## src/rtl/axi_tohost_pkg.sv

```systemverilog
// rtl/axi_tohost_pkg.sv - shared types and helpers for the tohost write monitor
//
// Purpose: AW tracking record, tohost word size and the lane-index helper
// used by axi_tohost_monitor and aw_track_fifo.
package axi_tohost_pkg;

  // Size of the tohost word in bytes.
  localparam int unsigned ToHostBytes = 8;

  // Width of the burst length kept per tracked AW (covers AXI4 len).
  localparam int unsigned TrackLenWidth = 8;

  typedef struct packed {
    logic                     hit;
    logic [TrackLenWidth-1:0] len;
  } aw_track_t;

  // Index of the 64-bit lane of a bus_bytes-wide data bus that holds the
  // 8-byte word containing addr.
  function automatic int unsigned tohost_lane(input logic [63:0] addr,
                                              input int unsigned bus_bytes);
    int unsigned w_low;
    w_low = int'({16'd0, addr[15:0]});
    return (w_low % bus_bytes) / ToHostBytes;
  endfunction

endpackage

```

## src/rtl/aw_track_fifo.sv

```systemverilog
// rtl/aw_track_fifo.sv - queue of outstanding AW records awaiting W data
//
// Purpose: plain registered FIFO of aw_track_t, no fall-through.
// Ports:
//   clk_i, rst_ni  clock, asynchronous active-low reset
//   push_i/data_i  write one record (caller guarantees not full unless popping)
//   pop_i          drop the head record (caller guarantees not empty)
//   data_o         current head record
//   full_o/empty_o queue status
module aw_track_fifo
  import axi_tohost_pkg::*;
#(
  parameter int unsigned Depth = 4
) (
  input  logic      clk_i,
  input  logic      rst_ni,
  input  logic      push_i,
  input  aw_track_t data_i,
  input  logic      pop_i,
  output aw_track_t data_o,
  output logic      full_o,
  output logic      empty_o
);

  localparam int unsigned AddrW = $clog2(Depth);
  localparam int unsigned PtrW  = AddrW + 1;

  logic [PtrW-1:0] r_wptr;
  logic [PtrW-1:0] r_rptr;
  aw_track_t       r_mem [Depth];

  always_ff @(posedge clk_i or negedge rst_ni) begin
    if (!rst_ni) begin
      r_wptr <= '0;
      r_rptr <= '0;
    end else begin
      if (push_i) r_wptr <= r_wptr + PtrW'(1);
      if (pop_i)  r_rptr <= r_rptr + PtrW'(1);
    end
  end

  // Storage needs no reset: it is only read when the pointers say it is valid.
  always_ff @(posedge clk_i) begin
    if (push_i) r_mem[r_wptr[AddrW-1:0]] <= data_i;
  end

  assign data_o  = r_mem[r_rptr[AddrW-1:0]];
  assign empty_o = (r_wptr == r_rptr);
  // Extra pointer MSB distinguishes full from empty when the indices match.
  assign full_o  = (r_wptr[AddrW] != r_rptr[AddrW]) &&
                   (r_wptr[AddrW-1:0] == r_rptr[AddrW-1:0]);

endmodule

```

## src/rtl/axi_tohost_monitor.sv

```systemverilog
// rtl/axi_tohost_monitor.sv - passive AXI write snooper producing exit code and runtime
//
// Purpose: watches AW/W handshakes, shadows stores to the 64-bit tohost word
// and raises a sticky exit code once a store sets bit 0. Never drives the bus.
// Optional macro TOHOST_MON_CYCLE_CNT_EN enables the cnt_en_i window counter;
// without it runtime_o is tied to zero.
// Ports:
//   clk_i, rst_ni               clock, asynchronous active-low reset
//   aw_valid_i/aw_ready_i       AW handshake, aw_addr_i/aw_len_i AW payload
//   w_valid_i/w_ready_i         W handshake, w_data_i/w_strb_i/w_last_i W payload
//   cnt_en_i                    runtime window enable
//   exit_o                      {code, done}, frozen once bit 0 is set
//   runtime_o                   length of the last cnt_en_i window in cycles
//   proto_err_o                 sticky AXI write protocol error
module axi_tohost_monitor
  import axi_tohost_pkg::*;
#(
  parameter int unsigned AxiAddrWidth   = 64,
  parameter int unsigned AxiDataWidth   = 128,
  parameter int unsigned AxiLenWidth    = 8,
  parameter logic [63:0] ToHostAddr     = 64'h8000_1000,
  parameter int unsigned MaxOutstanding = 4,
  parameter int unsigned CntWidth       = 64
) (
  input  logic                      clk_i,
  input  logic                      rst_ni,
  input  logic                      aw_valid_i,
  input  logic                      aw_ready_i,
  input  logic [AxiAddrWidth-1:0]   aw_addr_i,
  input  logic [AxiLenWidth-1:0]    aw_len_i,
  input  logic                      w_valid_i,
  input  logic                      w_ready_i,
  input  logic [AxiDataWidth-1:0]   w_data_i,
  input  logic [AxiDataWidth/8-1:0] w_strb_i,
  input  logic                      w_last_i,
  input  logic                      cnt_en_i,
  output logic [63:0]               exit_o,
  output logic [CntWidth-1:0]       runtime_o,
  output logic                      proto_err_o
);

  localparam int unsigned StrbWidth = AxiDataWidth / 8;
  localparam int unsigned LaneIdx   = tohost_lane(ToHostAddr, StrbWidth);

  logic                     w_aw_hs, w_w_hs;
  logic                     w_fifo_empty, w_fifo_full;
  logic                     w_bypass, w_have_head, w_push, w_pop;
  logic                     w_orphan, w_aw_overflow, w_last_err, w_hit_beat;
  aw_track_t                w_aw_entry, w_fifo_head, w_head;
  logic [63:0]              w_lane_data, w_shadow_nxt;
  logic [7:0]               w_lane_strb;
  logic [TrackLenWidth-1:0] r_beat_cnt;
  logic [63:0]              r_shadow, r_exit;
  logic                     r_proto_err;
  logic                     w_unused;

  assign w_aw_hs = aw_valid_i & aw_ready_i;
  assign w_w_hs  = w_valid_i & w_ready_i;

  assign w_aw_entry.hit = (aw_addr_i[AxiAddrWidth-1:3] == ToHostAddr[AxiAddrWidth-1:3]);
  assign w_aw_entry.len = TrackLenWidth'(aw_len_i);

  // An AW arriving with a beat on an empty queue acts as the head directly.
  assign w_bypass    = w_w_hs & w_aw_hs & w_fifo_empty;
  assign w_have_head = ~w_fifo_empty | w_bypass;
  assign w_head      = w_bypass ? w_aw_entry : w_fifo_head;

  assign w_orphan      = w_w_hs & ~w_have_head;
  assign w_pop         = w_w_hs & w_last_i & ~w_fifo_empty;
  assign w_aw_overflow = w_aw_hs & w_fifo_full & ~w_pop;
  // A bypassed single-beat burst completes at once and is never queued.
  assign w_push        = w_aw_hs & ~w_aw_overflow & ~(w_bypass & w_last_i);
  assign w_last_err    = w_w_hs & w_have_head & (w_last_i != (r_beat_cnt == w_head.len));
  assign w_hit_beat    = w_w_hs & w_have_head & w_head.hit & (r_beat_cnt == '0);

  assign w_lane_data = w_data_i[LaneIdx*64 +: 64];
  assign w_lane_strb = w_strb_i[LaneIdx*8 +: 8];

  always_comb begin
    w_shadow_nxt = r_shadow;
    for (int k = 0; k < ToHostBytes; k++) begin
      if (w_lane_strb[k]) w_shadow_nxt[8*k +: 8] = w_lane_data[8*k +: 8];
    end
  end

  aw_track_fifo #(
    .Depth(MaxOutstanding)
  ) u_aw_track_fifo (
    .clk_i  (clk_i),
    .rst_ni (rst_ni),
    .push_i (w_push),
    .data_i (w_aw_entry),
    .pop_i  (w_pop),
    .data_o (w_fifo_head),
    .full_o (w_fifo_full),
    .empty_o(w_fifo_empty)
  );

  always_ff @(posedge clk_i or negedge rst_ni) begin
    if (!rst_ni) begin
      r_beat_cnt  <= '0;
      r_shadow    <= '0;
      r_exit      <= '0;
      r_proto_err <= 1'b0;
    end else begin
      if (w_w_hs && w_have_head) begin
        r_beat_cnt <= w_last_i ? '0 : r_beat_cnt + TrackLenWidth'(1);
      end
      if (w_hit_beat) r_shadow <= w_shadow_nxt;
      if (w_hit_beat && w_shadow_nxt[0] && !r_exit[0]) r_exit <= w_shadow_nxt;
      if (w_orphan || w_aw_overflow || w_last_err) r_proto_err <= 1'b1;
    end
  end

  assign exit_o      = r_exit;
  assign proto_err_o = r_proto_err;

  // Bits outside the tohost lane and the sub-word address are intentionally ignored.
  assign w_unused = ^{aw_addr_i[2:0], w_data_i, w_strb_i};

`ifdef TOHOST_MON_CYCLE_CNT_EN
  logic                r_cnt_en_q;
  logic [CntWidth-1:0] r_cnt;
  logic [CntWidth-1:0] r_runtime;

  always_ff @(posedge clk_i or negedge rst_ni) begin
    if (!rst_ni) begin
      r_cnt_en_q <= 1'b0;
      r_cnt      <= '0;
      r_runtime  <= '0;
    end else begin
      r_cnt_en_q <= cnt_en_i;
      if (cnt_en_i && !r_cnt_en_q) begin
        r_cnt <= CntWidth'(1);
      end else if (cnt_en_i && !(&r_cnt)) begin
        r_cnt <= r_cnt + CntWidth'(1);
      end
      if (!cnt_en_i && r_cnt_en_q) r_runtime <= r_cnt;
    end
  end

  assign runtime_o = r_runtime;
`else
  logic w_unused_cnt_en;
  assign w_unused_cnt_en = cnt_en_i;
  assign runtime_o       = '0;
`endif

endmodule

```

## config.mk

```make
export PLATFORM = sky130hd
export DESIGN_NAME = axi_tohost_monitor
export DESIGN_NICKNAME = d
export VERILOG_FILES = /design/src/rtl/axi_tohost_pkg.sv /design/src/rtl/aw_track_fifo.sv /design/src/rtl/axi_tohost_monitor.sv
export SDC_FILE = /design/constraint.sdc
export NUM_CORES = 1
export LEC_CHECK = 0
export CORE_MARGIN = 2
export CORE_UTILIZATION = 43
export DETAILED_ROUTE_END_ITERATION = 12
export PLACE_DENSITY = 0.81
export RECOVER_POWER = 25
export SLEW_MARGIN = 20
export SYNTH_ARGS = -nofsm -noshare
export SYNTH_HDL_FRONTEND = slang
export SYNTH_SLANG_ARGS = --single-unit
```

## constraint.sdc

```tcl
create_clock -name clk_i -period 3 [get_ports clk_i]
set_input_delay 0.6 -clock clk_i [delete_from_list [all_inputs] [get_ports clk_i]]
set_output_delay 0.6 -clock clk_i [all_outputs]
set_load 0.05 [all_outputs]
```

==> results of run 1 <==
## Yosys cell counts, types with 3 or more instances
library cell    n
buf_6           6
buf_1           8
xnor2_1         7
nand4_1         7
mux4_2          9
o21ai_1        50
nor3_1          4
edfxtp_1       36
buf_4          66
ha_1            7
dfrtp_1       143
mux2_4         11
a21oi_1         4
clkbuf_1        5
inv_1           5
nor4_1         14
nand3_1         3
nand2_1        69
o21ai_0         5
xor2_1         15
mux2_2         76
buf_2           4
mux2i_1        62
and2_1          4
nor2_1         10
## metrics by stage
stage          hold slack [ns]  TNS (ns)  instance area (µm²)  worst slack [ns]  std cells
2_1_floorplan           0.3044         0                 8615            0.3551        711
3_3_place_gp            0.4631    -28.19                10770           -0.3166       1133
3_5_place_dp            0.4719    -27.30                10770           -0.3087       1133
4_1_cts                 0.1298         0                11360            0.1370       1165
5_1_grt                 0.5125         0                11340           0.04019       1166
6_report                0.4772         0                11340            0.2319       1166
## path summary, 6_finish.rpt
kind,slack (ns),depth (start not counted),endpoint,startpoint
min in group asynchronous,0.49,1,exit_o[37]$_DFFE_PN0P_,rst_ni
worst min-delay path,0.48,2,exit_o[2]$_DFFE_PN0P_,exit_o[2]$_DFFE_PN0P_
worst max register to register,0.45,6,exit_o[54]$_DFFE_PN0P_,r_beat_cnt[6]$_DFFE_PN0P_
max in group asynchronous,0.83,2,exit_o[54]$_DFFE_PN0P_,rst_ni
worst min register to register,0.48,2,exit_o[2]$_DFFE_PN0P_,exit_o[2]$_DFFE_PN0P_
worst max-delay path,0.23,8,exit_o[54]$_DFFE_PN0P_,aw_addr_i[54]
## sequential cells by signal, indices dropped and copies added (netlist names)
signal	flops
exit_o	64
r_shadow	64
u_aw_track_fifo.r_mem	36
r_beat_cnt	8
u_aw_track_fifo.r_rptr	3
u_aw_track_fifo.r_wptr	3
proto_err_o	1
## worst register-to-register path: stages, from the launching register on
cell,delay [ns]
dfrtp_1,0.43
or4_1,0.57
nor3_1,0.30
o221ai_2,0.20
or3_4,0.42
buf_4,0.20
mux2_4,0.30
## per-layer routing
metal  vias up  wire (µm)
li1       2647          -
met2       163       8684
met5         -          0
met1      2669       7565
met4         0        458
met3        29       1024
## cell type report
type,count,area [µm²]
antenna,1,2.502
clock buffer,17,425.4
clock inverter,15,167.7
fill,1575,7928
inverter,6,22.52
multi-input combinational,437,3312
sequential,179,4659
tap,265,331.6
timing repair buffer,246,2422
## kinds of logic after synthesis
family	synth area share, %
AOI/OAI and AO/OA	3.868
adders and majority gates	1.045
xor gates and xnor gates	2.494
buffers and inverters	7.811
other	0.04476
and+or+nand+nor	7.109
DFF	55.62
muxes	22.01
## power by group
part	leakage (nW)	switching (mW)	internal [mW]
registers	2.16	0.489	3.41
logic	2.52	2.77	1.93
clock network	0.292	1.03	1.19
total	4.98	4.29	6.53
==> impl_metrics.ini, run 1 <==
[sta]
setup_viol = 0
skew_ns = 0.01110
maxSlewHeadroom_pct = 5.867
rsz0062_at_grt = no
period_needed_ns = 2.768
clock.fmax_ghz = 0.3613
drv_slew = 0
hold_viol = 0
worst_slew_pin_slew_ns = 1.412
fin_crit_sh_pct = 92.27

[finish]
final_common_cell = clkdlybuf4s50_1
final_net_count = 1118
utilization_pct = 58.86
drive_gt1_share_pct = 18.78
synthToLayoutAreaGrowth_pct = 35.39
layout_common_cells = clkdlybuf4s50_1, dfrtp_1, mux2_2

[clocking]
post_cts_buffers = 0
cts_num_sinks = 179
cts_tree = done
clk_pin_slew_ns = 0.07
cts-root-buf = clkbuf_16
clk-insertion-delay-late_ns = 0.43
postCtsHoldBufs = 0
cts_max_level = 4
cts_resized = 0
cts_buffer_depth = 2
cts_buffers = 17

[grt]
grt_use_total_pct = 17.78
gr-usage-met2_pct = 28.50
antenna_found_initial = 1
grt_use_met3_pct = 4.499
overflow = 0
grt_pass1_wl_um = 28390
grt_pass1_vias = 5469
grt_busiest_layer = met2
grt_max_degree = 64
grt_util_met1_pct = 23.18

[min_path]
holdCritPathClass = flop to flop

[job]
maxCapViolations = 0

[logic_synthesis]
synth_edf_count = 36
ys.flop_type = dfrtp_1
synth.top_cell.area_share_pct = 42.71
ys.warnings.count = 0
synth_area_um2 = 8378
synthTopCellsByArea = dfrtp_1, edfxtp_1, mux2_2
synth_area_per_cell_um2 = 12.93
ys_seq_area_share_pct = 55.62
synth_cell_types = 41
async_flop_share_pct = 79.89
synthCells = 648
ys_seq_elements = 179
yosys.area.top_type = dfrtp_1

[worst_setup_path]
worst_path_dominant_cell_family = simple AND/OR/NAND/NOR gates
path_buf_inv = 2
crit_fanout = 6
critPathSlowestCell = nor4_4
startpoint_type = input port
required_ns = 3.31
path_class = input port to flop
crit_path_end_kind = flop
path_cells = clkdlybuf4s50_1 > nor4_1 > nand4_1 > nor4_4 > o221ai_2 > or3_4 > buf_4 > mux2_4
slowest_delay_ns = 0.42
worstPathArrival_ns = 3.08

[floorplan]
die_height_um = 143.6
io_pins = 353
die-area_um2 = 20620
rows = 51
die_x_um = 143.6
start_util_pct = 43.47
core_area_um2 = 19270

[placed_design]
routabilityCongestion = 0.8051
port_buffers = 212
place_hpwl_um = 13170

[drt]
drcViolationCount = 0
vias_per_cell = 4.724
vias = 5508
detail_route.iter0.violations = 214
routedWlPerCell_um = 15.21
drtAntennaViolNets = 0
wirelength_um = 17730
first_pass_iters = 5

[pwr]
powerDensity_nw_per_um2 = 954.1
vdd_drop_max_mv = 0.6814
fin_total_pwr_mw = 10.82
p_leak_nw = 4.977

[run_status]
status = finished, final reports clean
(Power assumes the default switching activity.)
==> inputs of run 2 (changes only) <==
--- a/config.mk
+++ b/config.mk
@@ -10,6 +10,7 @@
 export DETAILED_ROUTE_END_ITERATION = 12
 export PLACE_DENSITY = 0.81
 export RECOVER_POWER = 25
+export REMOVE_ABC_BUFFERS = 1
 export SLEW_MARGIN = 20
 export SYNTH_ARGS = -nofsm -noshare
 export SYNTH_HDL_FRONTEND = slang
==> impl_metrics.ini, run 2 (synthesis results as in run 1) <==
[sta]
maxSlewHeadroom_pct = 2.889
worst_slew_pin_slew_ns = 1.457
skew_ns = 0.01233
period_needed_ns = 2.838
setup_viol = 0
hold_viol = 0
worst_slack_ns = 0.1622
fin_crit_sh_pct = 94.59
clock.fmax_ghz = 0.3524
rsz0062_at_grt = no
drv_slew = 0

[drt]
drtAntennaViolNets = 0
detail_route.iter0.violations = 285
dr_wl_met3_um = 1384
wl_met2_um = 8839
top_layer_used = met4
wirelength_um = 18130
vias_per_cell = 4.784
vias = 5530
met1_length_um = 7606
routedWlPerCell_um = 15.69
drcViolationCount = 0
first_pass_iters = 4

[floorplan]
core_area_um2 = 19270
rows = 51
start_util_pct = 43.47
io_pins = 353
die-area_um2 = 20620
die_x_um = 143.6
die_height_um = 143.6

[min_path]
min_to = exit_o[1]$_DFFE_PN0P_
min_path_cells = 2
worst_hold_startpoint = exit_o[1]$_DFFE_PN0P_
holdCritPathClass = flop to flop

[worst_setup_path]
path_class = input port to flop
r2r_cells = 8
crit_path_end_kind = flop
worstPathArrival_ns = 3.14
slowest_delay_ns = 0.45
path_buf_inv = 2
r2r_end = r_shadow[10]$_DFFE_PN0P_
critPathSlowestCell = or3_4
r2r-start = u_aw_track_fifo.r_rptr[0]$_DFFE_PN0P_
crit_fanout = 18
path_cells = clkdlybuf4s50_1 > nor4_1 > nand4_1 > nor4_4 > o221ai_2 > or3_4 > buf_12 > mux2_4
startpoint_type = input port
worst_path_dominant_cell_family = simple AND/OR/NAND/NOR gates
reg2reg_slack_ns = 0.39
required_ns = 3.31

[clocking]
clk-insertion-delay-late_ns = 0.42
cts_tree = done
post_cts_buffers = 0
cts_buffer_depth = 2
clk_pin_slew_ns = 0.07
cts_buffers = 17
cts_num_sinks = 179
cts-root-buf = clkbuf_16
cts_max_level = 4

[placed_design]
routabilityCongestion = 0.8469
port_buffers = 212
place_hpwl_um = 13060
preCtsSetupSlack_ns = -0.2273

[run_status]
status = finished, final reports clean

[pwr]
vdd_drop_max_mv = 0.6205
powerDensity_nw_per_um2 = 959.1
p_leak_nw = 4.907
fin_total_pwr_mw = 10.78

[grt]
overflow = 0
antenna_found_initial = 0
grt_pass1_vias = 5580
grt_pass1_wl_um = 28870
grt_use_total_pct = 18.11
grt_max_degree = 95

[finish]
diodes = 0
fillers = 1614
final_common_cell = clkdlybuf4s50_1
synthToLayoutAreaGrowth_pct = 34.12
drive_gt1_share_pct = 17.96
layout_common_cells = clkdlybuf4s50_1, dfrtp_1, mux2_2
final_net_count = 1109

[job]
maxCapViolations = 0
-- run 2: changes by cell type in the layout (fill, tap and decap cells not counted), sizes merged --
cell           previous run  this run
dlygate4sd3               7         8
clkinvlp                  0         3
clkinv                    6         1
diode                     1         0
inv                      14        16
clkdlybuf4s50           204       203
bufinv                    1         0
clkbuf                   19        21
buf                      33        23
-- run 2: area by class of cell --
cell class / instances / area, µm² / share of cell area [%]
clock buffer: 18 / 439.2 / 3.908
clock inverter: 14 / 131.4 / 1.169
inverter: 6 / 25.02 / 0.2227
multi-input combinational: 437 / 3312 / 29.47
sequential: 179 / 4659 / 41.47
tap: 265 / 331.6 / 2.951
timing repair buffer: 237 / 2338 / 20.81
-- run 2: where the power goes --
part | total, mW | switching [mW] | leakage, nW | internal (mW)
logic | 4.69 | 2.78 | 2.47 | 1.91
clock network | 2.17 | 1.04 | 0.274 | 1.13
registers | 3.92 | 0.507 | 2.16 | 3.41
-- run 2: layer usage --
metal | track usage, % | vias to the layer above
met5 | 0 | -
met4 | 6.347 | 0
met3 | 6.031 | 23
met2 | 28.55 | 166
met1 | 23.47 | 2714
li1 | - | 2627
-- run 2: how the worst max path moves through the flow --
| stage | start | end | slack [ns] | cells past startpoint |
|---|---|---|---|---|
| 2_1_floorplan | u_aw_track_fifo.r_rptr[0]$_DFFE_PN0P_ | exit_o[1]$_DFFE_PN0P_ | -2.50 | 6 |
| 3_3_place_gp | aw_addr_i[54] | r_shadow[9]$_DFFE_PN0P_ | -0.22 | 9 |
| 3_5_place_dp | aw_addr_i[6] | r_shadow[9]$_DFFE_PN0P_ | -0.23 | 9 |
| 4_1_cts | aw_addr_i[4] | r_shadow[10]$_DFFE_PN0P_ | 0.21 | 9 |
| 5_1_grt | aw_addr_i[4] | exit_o[2]$_DFFE_PN0P_ | 0.01 | 9 |
| 6_report | aw_addr_i[54] | exit_o[58]$_DFFE_PN0P_ | 0.16 | 8 |
-- run 2: metrics by stage --
| step | cells | area [µm²] | TNS, ns | util, % | hold WS (ns) |
|---|---|---|---|---|---|
| floorplan | 622 | 7983 | -194.33 | - | 0.3044 |
| detailed placement | 1124 | 10690 | -16.57 | 55.45 | 0.4692 |
| finish | 1156 | 11240 | 0 | 58.31 | 0.4805 |
| CTS | 1156 | 11260 | 0 | 58.41 | 0.1645 |
| global route | 1156 | 11240 | 0 | 58.31 | 0.5121 |
| global placement | 1124 | 10690 | -15.28 | 55.45 | 0.4608 |
-- run 2: worst min-delay path, cell delays in order (launching register included) --
cell     delay (ns)
dfrtp_1        0.35
nand2_1        0.04
o21ai_0        0.06
-- run 2: what timing repair did --
item,CTS,global route
endpoints found under the setup margin,0,6
gates resized for setup,0,1
hold buffers,0,0
==> inputs of run 3 (changes only) <==
--- a/config.mk
+++ b/config.mk
@@ -5,6 +5,7 @@
 export SDC_FILE = /design/constraint.sdc
 export NUM_CORES = 1
 export LEC_CHECK = 0
+export CAP_MARGIN = 15
 export CORE_MARGIN = 2
 export CORE_UTILIZATION = 43
 export DETAILED_ROUTE_END_ITERATION = 12
==> constraint.sdc (replaced) <==
create_clock -name clk_i -period 2.8 [get_ports clk_i]
set_input_delay 0.56 -clock clk_i [delete_from_list [all_inputs] [get_ports clk_i]]
set_output_delay 0.56 -clock clk_i [all_outputs]
set_load 0.05 [all_outputs]
==> impl_metrics.ini, run 3 (synthesis results as in run 1) <==
[run_status]
status = complete, but fails checks
violations = max-capacitance violations, max-slew violations

[pwr]
powerDensity_nw_per_um2 = 1018
vdd_drop_max_mv = 0.6231
p_leak_nw = 5.130

[drt]
drtAntennaViolNets = 0
first_pass_iters = 4
wirelength_um = 19210
routedWlPerCell_um = 16.55
drcViolationCount = 0
detail_route.iter0.violations = 217
vias = 5614
vias_per_cell = 4.835

[clocking]
cts_buffer_depth = 2
cts_num_sinks = 179
clk-insertion-delay-late_ns = 0.43
cts_max_level = 4
postCtsHoldBufs = 0
cts-root-buf = clkbuf_16
cts_buffers = 17
cts_tree = done
clk_pin_slew_ns = 0.07

[worst_setup_path]
required_ns = 3.11
r2r-start = r_beat_cnt[6]$_DFFE_PN0P_
startpoint_type = input port
crit_fanout = 6
path_cells = clkdlybuf4s50_1 > nor4_2 > nand4_1 > nor4_4 > o221ai_2 > or3_4 > clkbuf_16 > mux2_4
startpoint = aw_addr_i[20]
r2r_cells = 6
path_class = input port to flop
critPathSlowestCell = or3_4
slowest_delay_ns = 0.52
worstPathArrival_ns = 3.05
crit_path_end_kind = flop

[grt]
overflow = 0
grt_use_total_pct = 18.27
antenna_found_initial = 0
grt_max_degree = 144
grt_pass1_wl_um = 29210
grt_pass1_vias = 5711

[floorplan]
die_x_um = 143.6
die-area_um2 = 20620
core_area_um2 = 19270
start_util_pct = 43.47
io_pins = 353
die_height_um = 143.6
rows = 51

[min_path]
worst_hold_startpoint = exit_o[18]$_DFFE_PN0P_
min_path_cells = 2
holdCritPathClass = flop to flop

[finish]
layout_common_cells = clkdlybuf4s50_1, dfrtp_1, mux2_2
final_net_count = 1114
synthToLayoutAreaGrowth_pct = 37.23
final_common_cell = clkdlybuf4s50_1
instances_no_fill = 1161
diodes = 0
drive_gt1_share_pct = 19.31
fin_area_um2 = 11500
utilization_pct = 59.66
fillers = 1565

[sta]
skew_ns = 0.01217
period_needed_ns = 2.739
setup_viol = 0
hold_viol = 0
clock.fmax_ghz = 0.3651
drv_slew = 144
worst_slew_pin_slew_ns = 2.028
maxSlewHeadroom_pct = -35.22
fin_setup_tns_ns = 0
fin_crit_sh_pct = 97.83

[placed_design]
placed_area_um2 = 10730
dp.cells = 1125
place_hpwl_um = 13090
port_buffers = 212
routabilityCongestion = 0.8181

[job]
maxCapViolations = 1
[run 3: cell types whose count changed in the layout (fill, tap and decap cells not counted), moves of 3 or more]
cell	before	now
clkinvlp_4	3	0
clkdlybuf4s50_1	203	191
nor4_2	1	8
dlymetal6s2s_1	0	13
clkbuf_16	17	21
nor4_1	13	6
[run 3: critical path: cells and delay by family]
kind	cells	cell delay (ns)
buffers and inverters	2	0.63
muxes	1	0.29
and+or+nand+nor	4	1.37
AOI/OAI and AO/OA	1	0.18
[run 3: what timing repair did]
item | in CTS | in global routing
endpoints found under the setup margin | 0 | 77
resized for setup | 0 | 25
setup buffers | 0 | 1
[run 3: report_power, final]
group | internal [mW] | total [mW] | leakage [nW] | switching, mW
registers | 3.66 | 4.19 | 2.16 | 0.535
logic | 2.08 | 5.11 | 2.67 | 3.03
clock network | 1.31 | 2.39 | 0.298 | 1.09
total | 7.05 | 11.7 | 5.13 | 4.65
[run 3: cell type report]
type	instances	area (µm²)	area share (%)
Clock buffer	18	450.4	3.918
Inverter	6	22.52	0.1959
Multi-Input combinational cell	437	3376	29.36
Tap cell	265	331.6	2.884
Clock inverter	14	138.9	1.208
Sequential cell	179	4659	40.53
Timing Repair Buffer	242	2519	21.91
[run 3: final timing paths]
check                                                 to  slack (ns)
min in group asynchronous         exit_o[58]$_DFFE_PN0P_        0.85
worst max register to register    exit_o[55]$_DFFE_PN0P_        0.23
worst min-delay path              exit_o[18]$_DFFE_PN0P_        0.49
worst min register to register    exit_o[18]$_DFFE_PN0P_        0.49
worst max-delay path              exit_o[55]$_DFFE_PN0P_        0.06
max in group asynchronous       r_shadow[17]$_DFFE_PN0P_        0.57
[run 3: per-stage QoR]
stage               setup WS (ns)  power, mW  hold WS (ns)
floorplan                  -2.695      7.556        0.2644
global placement          -0.3551      9.204        0.4606
detailed placement        -0.3749      9.348        0.4744
CTS                       0.06987      11.79        0.2818
global route             -0.03741      12.34        0.5127
finish                    0.06076      11.70        0.4857
[run 3: layer usage]
metal  vias to the layer above  track usage, %  wire length (µm)
li1                       2644               -                 -
met2                       148           29.72              9442
met5                         -               0                 0
met1                      2800           23.48              8348
met4                         0           5.728               286
met3                        22           5.631              1131
